## src/rtl/div_pkg.sv

```systemverilog
`default_nettype none
// ============================================================================
//  Module      : div_pkg
//  Description : Shared constants and FSM state encoding for the sequential
//                restoring divider (seq_divider and its step datapath).
//                DIV_WL : dividend width (always 2*DIV_WS)
//                DIV_WS : divisor / quotient / remainder width, and the
//                         number of restoring iterations
//  Revision    : 1.0  initial release
// ============================================================================
package div_pkg;

    localparam int DIV_WS = 16;
    localparam int DIV_WL = 2 * DIV_WS;

    // FSM encoding (IDLE, RUN, DONE)
    typedef logic [1:0] state_t;
    localparam logic [1:0] ST_IDLE = 2'd0;
    localparam logic [1:0] ST_RUN  = 2'd1;
    localparam logic [1:0] ST_DONE = 2'd2;

endpackage : div_pkg
`default_nettype wire

```

## src/rtl/seq_divider_if.sv

```systemverilog
`default_nettype none
// ============================================================================
//  Module      : seq_divider_if
//  Description : Operand and result handshake bundle for seq_divider.
//                Operand side : in_valid, in_ready, dividend[WL], divisor[WS]
//                Result side  : out_valid, out_ready, quotient[WS],
//                               remainder[WS], ovf, div0
//                master : the agent issuing operands and consuming results
//                slave  : the divider
//  Revision    : 1.0  initial release
// ============================================================================
interface seq_divider_if
    import div_pkg::*;
#(
    parameter int WL = DIV_WL,
    parameter int WS = DIV_WS
);

    logic          in_valid;
    logic          in_ready;
    logic [WL-1:0] dividend;
    logic [WS-1:0] divisor;
    logic          out_valid;
    logic          out_ready;
    logic [WS-1:0] quotient;
    logic [WS-1:0] remainder;
    logic          ovf;
    logic          div0;

    modport master (
        output in_valid, dividend, divisor, out_ready,
        input  in_ready, out_valid, quotient, remainder, ovf, div0
    );

    modport slave (
        input  in_valid, dividend, divisor, out_ready,
        output in_ready, out_valid, quotient, remainder, ovf, div0
    );

endinterface : seq_divider_if
`default_nettype wire

```

## src/rtl/div_step.sv

```systemverilog
`default_nettype none
// ============================================================================
//  Module      : div_step
//  Description : One combinational restoring-division step.
//                r      [WS+1] : partial remainder in
//                q      [WS]   : dividend-low / quotient shift register in
//                v      [WS]   : divisor
//                r_next [WS+1] : partial remainder out
//                q_next [WS]   : shift register out, new quotient bit in LSB
//  Revision    : 1.0  initial release
// ============================================================================
module div_step
    import div_pkg::*;
#(
    parameter int WS = DIV_WS
) (
    input  wire logic [WS:0]   r,
    input  wire logic [WS-1:0] q,
    input  wire logic [WS-1:0] v,
    output logic      [WS:0]   r_next,
    output logic      [WS-1:0] q_next
);

    logic [WS:0] w_t;
    logic        w_bit;

    // Shift the next dividend bit into the partial remainder.
    assign w_t = {r[WS-1:0], q[WS-1]};

    // r[WS] would be the bit shifted out of w_t; if it were ever set the
    // true trial value exceeds V, so it forces a subtract. With R < V
    // maintained it is always 0 and this reduces to the plain compare.
    assign w_bit  = r[WS] || (w_t >= {1'b0, v});
    assign r_next = w_bit ? (w_t - {1'b0, v}) : w_t;
    assign q_next = {q[WS-2:0], w_bit};

endmodule : div_step
`default_nettype wire

```

## src/rtl/seq_divider.sv

```systemverilog
`default_nettype none
// ============================================================================
//  Module      : seq_divider
//  Description : Sequential restoring divider, WL-bit dividend by WS-bit
//                divisor (WL must equal 2*WS), one quotient bit per cycle.
//                clk : clock, rising edge
//                rst : asynchronous active-high reset
//                bus : seq_divider_if.slave (operand and result handshakes)
//                Latency accept->out_valid: WS+1 cycles normal, 1 cycle for
//                overflow or divide-by-zero.
//  Revision    : 1.0  initial release
// ============================================================================
module seq_divider
    import div_pkg::*;
#(
    parameter int WL = DIV_WL,
    parameter int WS = DIV_WS
) (
    input  wire logic    clk,
    input  wire logic    rst,
    seq_divider_if.slave bus
);

    localparam int            CW      = $clog2(WS);
    localparam logic [CW-1:0] C_LAST  = CW'(WS - 1);
    localparam logic [WS-1:0] C_ONES  = {WS{1'b1}};

    state_t        r_state;
    logic [WL-1:0] r_d;          // latched dividend
    logic [WS-1:0] r_v;          // latched divisor
    logic [WS:0]   r_rem;        // partial remainder
    logic [WS-1:0] r_q;          // dividend-low / quotient shift register
    logic [CW-1:0] r_cnt;
    logic [WS-1:0] r_quotient;
    logic [WS-1:0] r_remainder;
    logic          r_ovf;
    logic          r_div0;

    logic [WS:0]   w_r_next;
    logic [WS-1:0] w_q_next;

    div_step #(
        .WS (WS)
    ) u_step (
        .r      (r_rem),
        .q      (r_q),
        .v      (r_v),
        .r_next (w_r_next),
        .q_next (w_q_next)
    );

    assign bus.in_ready  = (r_state == ST_IDLE);
    assign bus.out_valid = (r_state == ST_DONE);
    assign bus.quotient  = r_quotient;
    assign bus.remainder = r_remainder;
    assign bus.ovf       = r_ovf;
    assign bus.div0      = r_div0;

    always_ff @(posedge clk or posedge rst) begin
        if (rst) begin
            r_state     <= ST_IDLE;
            r_d         <= '0;
            r_v         <= '0;
            r_rem       <= '0;
            r_q         <= '0;
            r_cnt       <= '0;
            r_quotient  <= '0;
            r_remainder <= '0;
            r_ovf       <= 1'b0;
            r_div0      <= 1'b0;
        end else begin
            case (r_state)
                ST_IDLE: begin
                    if (bus.in_valid) begin
                        r_d <= bus.dividend;
                        r_v <= bus.divisor;
                        if (bus.divisor == '0) begin
                            r_div0      <= 1'b1;
                            r_ovf       <= 1'b0;
                            r_quotient  <= C_ONES;
                            r_remainder <= '0;
                            r_state     <= ST_DONE;
                        end else if (bus.dividend[WL-1:WS] >= bus.divisor) begin
                            // Quotient would need more than WS bits.
                            r_ovf       <= 1'b1;
                            r_div0      <= 1'b0;
                            r_quotient  <= C_ONES;
                            r_remainder <= '0;
                            r_state     <= ST_DONE;
                        end else begin
                            r_rem   <= {1'b0, bus.dividend[WL-1:WS]};
                            r_q     <= bus.dividend[WS-1:0];
                            r_cnt   <= '0;
                            r_state <= ST_RUN;
                        end
                    end
                end

                ST_RUN: begin
                    r_rem <= w_r_next;
                    r_q   <= w_q_next;
                    r_cnt <= r_cnt + 1'b1;
                    if (r_cnt == C_LAST) begin
                        // Final step: publish straight from the step outputs.
                        r_quotient  <= w_q_next;
                        r_remainder <= w_r_next[WS-1:0];
                        r_ovf       <= 1'b0;
                        r_div0      <= 1'b0;
                        r_state     <= ST_DONE;
                    end
                end

                ST_DONE: begin
                    if (bus.out_ready) begin
                        r_state <= ST_IDLE;
                    end
                end

                default: begin
                    r_state <= ST_IDLE;
                end
            endcase
        end
    end

    // Reconstruction check: quotient*divisor + remainder == dividend.
    logic [WL-1:0] w_recon;
    assign w_recon = ({{(WL-WS){1'b0}}, r_quotient} * {{(WL-WS){1'b0}}, r_v})
                   + {{(WL-WS){1'b0}}, r_remainder};

    ap_recon : assert property (
        @(posedge clk) disable iff (rst)
        (bus.out_valid && !r_ovf && !r_div0) |-> ((w_recon == r_d) && (r_remainder < r_v))
    );

endmodule : seq_divider
`default_nettype wire

```

## src/flat_wrapper.sv

```systemverilog
// flat-port wrapper written by rule: the top's interface ports become plain ports
module seq_divider_flat import div_pkg::*;
#(
    parameter int WL = DIV_WL,
    parameter int WS = DIV_WS
)
  (clk, rst, bus_in_valid, bus_dividend, bus_divisor, bus_out_ready, bus_in_ready, bus_out_valid, bus_quotient, bus_remainder, bus_ovf, bus_div0);
  seq_divider_if #(.WL(WL), .WS(WS)) bus_i ();
  input  wire logic clk;
  input  wire logic rst;
  input wire logic [$bits(bus_i.in_valid)-1:0] bus_in_valid;
  input wire logic [$bits(bus_i.dividend)-1:0] bus_dividend;
  input wire logic [$bits(bus_i.divisor)-1:0] bus_divisor;
  input wire logic [$bits(bus_i.out_ready)-1:0] bus_out_ready;
  output wire logic [$bits(bus_i.in_ready)-1:0] bus_in_ready;
  output wire logic [$bits(bus_i.out_valid)-1:0] bus_out_valid;
  output wire logic [$bits(bus_i.quotient)-1:0] bus_quotient;
  output wire logic [$bits(bus_i.remainder)-1:0] bus_remainder;
  output wire logic [$bits(bus_i.ovf)-1:0] bus_ovf;
  output wire logic [$bits(bus_i.div0)-1:0] bus_div0;
  assign bus_i.in_valid = bus_in_valid;
  assign bus_i.dividend = bus_dividend;
  assign bus_i.divisor = bus_divisor;
  assign bus_i.out_ready = bus_out_ready;
  assign bus_in_ready = bus_i.in_ready;
  assign bus_out_valid = bus_i.out_valid;
  assign bus_quotient = bus_i.quotient;
  assign bus_remainder = bus_i.remainder;
  assign bus_ovf = bus_i.ovf;
  assign bus_div0 = bus_i.div0;
  seq_divider #(.WL(WL), .WS(WS)) u_core (.clk(clk), .rst(rst), .bus(bus_i));
endmodule
```

## config.mk

```make
export PLATFORM = sky130hd
export DESIGN_NAME = seq_divider_flat
export DESIGN_NICKNAME = d
export VERILOG_FILES = /design/src/rtl/div_pkg.sv /design/src/rtl/seq_divider_if.sv /design/src/rtl/div_step.sv /design/src/rtl/seq_divider.sv /design/src/flat_wrapper.sv
export SDC_FILE = /design/constraint.sdc
export NUM_CORES = 1
export LEC_CHECK = 0
export ABC_AREA = 1
export BUFFER_PORTS_ARGS = -buffer_cell sky130_fd_sc_hd__buf_2
export CORE_MARGIN = 2
export CORE_UTILIZATION = 44
export DETAILED_ROUTE_END_ITERATION = 10
export PLACE_DENSITY = 0.66
export SYNTH_ARGS = -nofsm -noshare
export SYNTH_HDL_FRONTEND = slang
export SYNTH_HIERARCHICAL = 1
export SYNTH_SLANG_ARGS = --single-unit
```

## constraint.sdc

```tcl
create_clock -name clk -period 2.7 [get_ports clk]
set_input_delay 0.27 -clock clk [delete_from_list [all_inputs] [get_ports clk]]
set_output_delay 0.27 -clock clk [all_outputs]
set_load 0.03 [all_outputs]
```

==> run_results.csv, run 1 <==
group,metric,value,unit
clocking,cts_setup_buffers,0,
power_and_ir_drop,powerDensity,1400,nW/um^2
global_route,grt_max_degree,40,
yosys,ys.flop_type,"dfrtp_1",
sta,hold_slack,0.184,ns
sta,finalHoldViolCount,0,
global_route,grt_pass1_vias,5267,
sta,skew,0.00772,ns
clocking,clk_pin_slew,0.07,ns
sta,final_max_slew_viol_count,0,
power_and_ir_drop,peakVddDrop,834,uV
floorplanning,die_area,14800,um^2
route,totalWireLength,16.0,mm
yosys,avgSynthCellArea,6.64,um^2
sta,worstMarginPinSlew,0.427,ns
finish,area_delta_synth_final,13.2,%
sta,clock.fmax,434,MHz
sta,tns,0,ns
finish,nNetsFinal,1069,
placed_design,place.gp.congestion,0.900,
run_status,outcome,"finished, final reports clean",
setup_path,crit_type,"reg2reg",
clocking,clock_sinks,89,
setup_path,worst-path-max-fanout,18,
yosys,ys_warn_count,6,
clocking,clock_latency,0.35,ns
setup_path,cp-start-kind,"flip-flop",
finish,nFillCells,1400,
setup_path,cp.arrival,2.59,ns
yosys,synth_area,6090,um^2
yosys,ys_seq_area_share,36.6,%
setup_path,path_cells,"ha_1, nand2_1, inv_2, nand2_1, nor3_2, nand2_1, nand2_2, nand2_4, nand2_4, nand2_1, nand2_1, nand2_1, inv_1, nand3_1, nand2_1",
yosys,postSynthCellCount,917,
yosys,syn_nets,1003,
setup_path,cp_num_buf_inv,2,
yosys,synth_xor_area_share,1.01,%
floorplanning,fp.dieH,122,um
setup_path,worstPathRequired,2.99,ns
finish,antenna_cells,0,
yosys,ys_top_cells_by_area,"dfrtp_1 37%, nand2_1 22%, nand3_1 8.3%",
route,first_iter_violations,377,
sta,max_slew_margin,71.4,%
yosys,synthAdderAreaFrac,7.11,%
placed_design,place_area,6560,um^2
route,vias_per_cell,4.89,
floorplanning,start_util,45.4,%
route,post_drt_wl_per_cell,13.7,um
yosys,synth_edf_count,0,
global_route,antenna_found_initial,0,
clocking,cts_root_buf,"clkbuf_16",
global_route,grt_pass1_wl,26.3,mm
route,num_vias,5684,
setup_path,crit_top_cell,"nand2_1",
job,cap_viol_max_count,0,
yosys,synthMuxAreaShare,0.185,%
sta,setup_viol,0,
yosys,ys_types,33,
finish,layout-drive-gt1-share,13.8,%
yosys,synth_top_area_share,36.6,%
clocking,cts-htree-levels,3,
clocking,numCtsBuffers,9,
global_route,grt_overflow,0,
setup_path,slowest_delay,0.42,ns
floorplanning,rows,42,
sta,rsz0062_at_grt,"no",
sta,fin_crit,2.30,ns
yosys,yosys.area.top_type,"dfrtp_1",
route,drtPass1Iterations,5,
setup_path,critPathTopFamily,"simple AND/OR/NAND/NOR gates",
floorplanning,core,13400,um^2
power_and_ir_drop,cellLeakagePower,4.23,nW
setup_path,endpoint_kind,"flip-flop",
clocking,tritoncts,"built",
setup_path,critical-path-slowest-cell,"dfrtp_1",
route,drc_errors,0,
worst_hold_path,hp-class,"in2reg",
yosys,yosys.area_share.simple,38.4,%
placed_design,port_buffers,87,
finish,design_area,6890,um^2
sta,min_period_over_period,85.3,%
yosys,synth.ff_latch_count,89,
clocking,cts_resized,0,
global_route,grt_usage,22.7,%
clocking,clockBufferDepth,2,
yosys,synthArstFlopShare,100,%
route,antenna_left,0,
yosys,synth_compound_area_share,3.52,%
floorplanning,pin_count,88,
placed_design,dp_hpwl,12.1,mm
floorplanning,die_w,122,um
yosys,synth_top_family_by_area,"simple AND/OR/NAND/NOR gates",
[state kept, by name, summed over array words and instances, names as in the netlist, 2 cells and up]
signal                flops
u_core/r_q               16
u_core/bus.quotient      16
u_core/r_rem             17
u_core/bus.remainder     16
u_core/r_cnt              4
u_core/r_state            2
u_core/r_v               16
[cells by family after synthesis]
group / Yosys count
and+or+nand+nor: 566
buffers and inverters: 181
DFF: 89
AOI/OAI and AO/OA: 39
adders and majority gates: 34
xor gates and xnor gates: 7
muxes: 1
[layout make-up]
cell class / count / area (um^2) / share of cell area, %
Clock buffer: 11 / 243 / 3.52
Multi-Input combinational cell: 647 / 3060 / 44.4
Inverter: 131 / 493 / 7.15
Tap cell: 176 / 220 / 3.20
Clock inverter: 4 / 76.3 / 1.11
Sequential cell: 89 / 2230 / 32.3
Timing Repair Buffer: 105 / 573 / 8.32
[Yosys cell counts (all sizes together), types with 2 or more instances]
| master | count |
|---|---|
| a21oi | 15 |
| and2 | 3 |
| buf | 40 |
| clkbuf | 10 |
| dfrtp | 89 |
| ha | 33 |
| inv | 131 |
| nand2 | 366 |
| nand3 | 103 |
| nand3b | 2 |
| nand4 | 4 |
| nor2 | 81 |
| nor3 | 5 |
| o21ai | 20 |
| or2 | 2 |
| xor2 | 6 |
[per-stage QoR]
| step | power, mW | utilization (%) | setup WS (ns) | std cells |
|---|---|---|---|---|
| finish | 9.68 | 51.4 | 0.397 | 1163 |
| global route | 10.6 | 51.4 | 0.153 | 1163 |
| CTS | 9.71 | 51.4 | 0.408 | 1163 |
| detailed placement | 8.28 | 49.0 | 0.432 | 1147 |
| global placement | 8.25 | 49.0 | 0.401 | 1147 |
| floorplan | 7.08 | - | 0.123 | 917 |
[cell usage in the layout (no fill, tap or decap), drive strengths merged, types with 2 or more instances in the layout]
| cell | instances |
|---|---|
| clkbuf | 11 |
| buf | 104 |
| nand3 | 103 |
| a21oi | 15 |
| bufinv | 2 |
| nor3 | 5 |
| nand4 | 4 |
| xor2 | 6 |
| nand3b | 2 |
| nor2 | 81 |
| nand2 | 366 |
| o21ai | 20 |
| ha | 33 |
| inv | 131 |
| and2 | 3 |
| or2 | 2 |
| dfrtp | 89 |
[path summary, 6_finish.rpt]
kind / from / endpoint / slack (ns) / cells after the start
worst max-delay path: u_core/r_rem[4] / u_core/bus.remainder[3] / 0.40 / 15
worst min-delay path: bus_divisor[0] / u_core/r_v[0] / 0.18 / 2
worst max register to register: u_core/r_rem[4] / u_core/bus.remainder[3] / 0.40 / 15
worst min register to register: u_core/bus.quotient[1] / u_core/bus.quotient[1] / 0.46 / 2
max in group asynchronous: rst / u_core/r_rem[11] / 1.57 / 4
min in group asynchronous: rst / u_core/r_q[2] / 0.45 / 3
[routing by layer]
metal	global-route usage (%)	share of wire, %	up-vias
li1	-	-	2923
met1	32.8	49	2603
met2	35.8	45	144
met3	3.84	5.0	14
met4	5.32	1.1	0
met5	0	0	-
[power by group]
part / switching (mW) / total (mW) / internal (mW)
Combinational: 4.02 / 5.96 / 1.95
Sequential: 0.410 / 2.36 / 1.95
Clock: 0.525 / 1.36 / 0.835
Total: 4.95 / 9.68 / 4.73
[what timing repair did]
item                                    4_1_cts  5_1_grt
endpoints found under the hold margin        21        0
endpoints found under the setup margin        0        0
hold buffers                                  1        0
No activity file was read; power rests on OpenSTA's default activity.
==> run 2: changes to the inputs <==
- BUFFER_PORTS_ARGS: -buffer_cell sky130_fd_sc_hd__buf_2 -> -buffer_cell sky130_fd_sc_hd__buf_4
- CTS_CLUSTER_DIAMETER: unset -> 150
==> run 2 against run 1 <==
Count of clock-buffer cells in the layout down 1. Clock skew hardly changed. First-iteration DRC count fell by 3.4%. Sequential share of layout area fell by 0.91 points. Highest routed layer unchanged.
==> run_results.csv, run 2 (same netlist as run 1, synthesis figures left out) <==
group,metric,value,unit
clocking,cts_setup_buffers,0,
floorplanning,pin_count,88,
floorplanning,die_w,122,um
placed_design,port_buffers,87,
route,antenna_left,0,
power_and_ir_drop,peakVddDrop,842,uV
setup_path,worst-path-max-fanout,18,
clocking,cts-htree-levels,3,
power_and_ir_drop,power.switching,4.96,mW
setup_path,critical-path-slowest-cell,"dfrtp_1",
clocking,cts_resized,0,
sta,final_max_slew_viol_count,0,
floorplanning,fp.dieH,122,um
global_route,grt_overflow,0,
setup_path,worstPathRequired,2.95,ns
sta,skew,0.00759,ns
setup_path,cp.arrival,2.54,ns
placed_design,place.gp.congestion,0.900,
clocking,clock_latency,0.35,ns
floorplanning,rows,42,
setup_path,path_cells,"ha_1, nand2_1, inv_1, nand2_1, nand2_1, a21oi_2, nand2_2, nand2_4, nand2_4, nand2_1, nand2_1, nand2_1, inv_1, nand3_1, nand2_1",
route,drtPass1Iterations,7,
global_route,grt_pass1_vias,5270,
sta,hold_slack,0.172,ns
global_route,grt_pass1_wl,26.1,mm
sta,fin_crit,2.30,ns
global_route,grt.busiest_layer,"met2",
finish,antenna_cells,0,
route,first_iter_violations,364,
power_and_ir_drop,powerDensity,1370,nW/um^2
sta,setup_viol,0,
finish,layout-drive-gt1-share,13.8,%
sta,worstMarginPinSlew,0.609,ns
sta,tns,0,ns
floorplanning,core,13400,um^2
clocking,clk_pin_slew,0.07,ns
clocking,numCtsBuffers,9,
power_and_ir_drop,power_frac_clock,13.3,%
setup_path,crit_top_cell,"nand2_1",
power_and_ir_drop,seqPwrFrac,24.3,%
sta,clock.fmax,435,MHz
clocking,tritoncts,"built",
sta,finalHoldViolCount,0,
sta,rsz0062_at_grt,"no",
power_and_ir_drop,cellLeakagePower,4.28,nW
setup_path,cp_num_buf_inv,2,
global_route,grt_usage,22.5,%
sta,max_slew_margin,59.4,%
setup_path,slowest_delay,0.42,ns
route,post_drt_wl_per_cell,13.5,um
global_route,use_met1,32.5,%
setup_path,critPathTopFamily,"simple AND/OR/NAND/NOR gates",
job,cap_viol_max_count,0,
finish,regMostFlops,"u_core/r_rem",
clocking,cts_root_buf,"clkbuf_16",
placed_design,place_area,6780,um^2
setup_path,crit_type,"reg2reg",
setup_path,cp-start-kind,"flip-flop",
finish,design_area,7090,um^2
power_and_ir_drop,power.internal,4.79,mW
run_status,outcome,"finished, final reports clean",
sta,min_period_over_period,85.1,%
power_and_ir_drop,combPwrFrac,62.4,%
power_and_ir_drop,netSwitchingFraction,50.9,%
power_and_ir_drop,p_total,9.75,mW
global_route,antenna_found_initial,0,
route,totalWireLength,15.7,mm
finish,largest_reg_flops,17,
global_route,met3_usage,4.35,%
global_route,grt_max_degree,57,
clocking,clockBufferDepth,2,
placed_design,dp_hpwl,11.7,mm
route,drc_errors,0,
finish,area_delta_synth_final,16.5,%
finish,nNetsFinal,1067,
route,vias_per_cell,4.90,
finish,final_common_cell,"nand2_1",
setup_path,endpoint_kind,"flip-flop",
clocking,clock_sinks,89,
finish,final_cell_mix,"361 x nand2_1, 128 x inv_1, 101 x buf_4, 101 x nand3_1, 89 x dfrtp_1",
global_route,use_met2,34.9,%
worst_hold_path,hp-class,"in2reg",
finish,nFillCells,1432,
route,num_vias,5692,
floorplanning,start_util,45.4,%
floorplanning,die_area,14800,um^2
==> run 2: power by group through the flow <==
stage | clock, mW | sequential (mW) | combinational [mW]
after floorplan | 0 | 2.68 | 4.40
after global placement | 0 | 2.37 | 6.02
after detailed placement | 0 | 2.37 | 6.05
after CTS | 1.34 | 2.37 | 6.07
after global routing | 1.39 | 2.45 | 6.87
final | 1.30 | 2.37 | 6.08
==> run 2: stage by stage <==
| step | std cells | utilization, % | setup WS (ns) |
|---|---|---|---|
| 6_report | 1162 | 52.9 | 0.403 |
| 3_5_place_dp | 1145 | 50.6 | 0.456 |
| 5_1_grt | 1162 | 52.9 | 0.162 |
| 2_1_floorplan | 917 | - | 0.123 |
| 4_1_cts | 1162 | 52.9 | 0.425 |
| 3_3_place_gp | 1145 | 50.6 | 0.442 |
==> run 2: routing by layer <==
layer | vias to the layer above | part of all wire, %
met4 | 0 | 0.98
met3 | 12 | 5.1
met5 | - | 0
li1 | 2926 | -
met2 | 154 | 44
met1 | 2600 | 50
==> run 2: worst paths after layout <==
kind / start / cells after the start / end / slack (ns)
min in group asynchronous: rst / 3 / u_core/bus.ovf / 0.54
hold / removal: bus_divisor[0] / 2 / u_core/r_v[0] / 0.17
setup reg to reg: u_core/r_rem[10] / 15 / u_core/bus.remainder[14] / 0.40
max in group asynchronous: rst / 4 / u_core/r_rem[7] / 1.44
setup / recovery: u_core/r_rem[10] / 15 / u_core/bus.remainder[14] / 0.40
hold reg to reg: u_core/bus.quotient[0] / 2 / u_core/bus.quotient[0] / 0.47
==> run 2: final cells by class <==
cell class / count / area [um^2] / area share (%)
inverter: 131 / 493 / 6.95
timing repair buffer: 103 / 788 / 11.1
sequential: 89 / 2230 / 31.4
clock buffer: 10 / 239 / 3.37
tap: 176 / 220 / 3.11
multi-input combinational: 647 / 3060 / 43.1
clock inverter: 6 / 65.1 / 0.917
==> run 2: timing repair <==
item	4_1_cts	5_1_grt
hold buffers	1	0
setup endpoints to repair	0	0
hold endpoints to repair	33	0
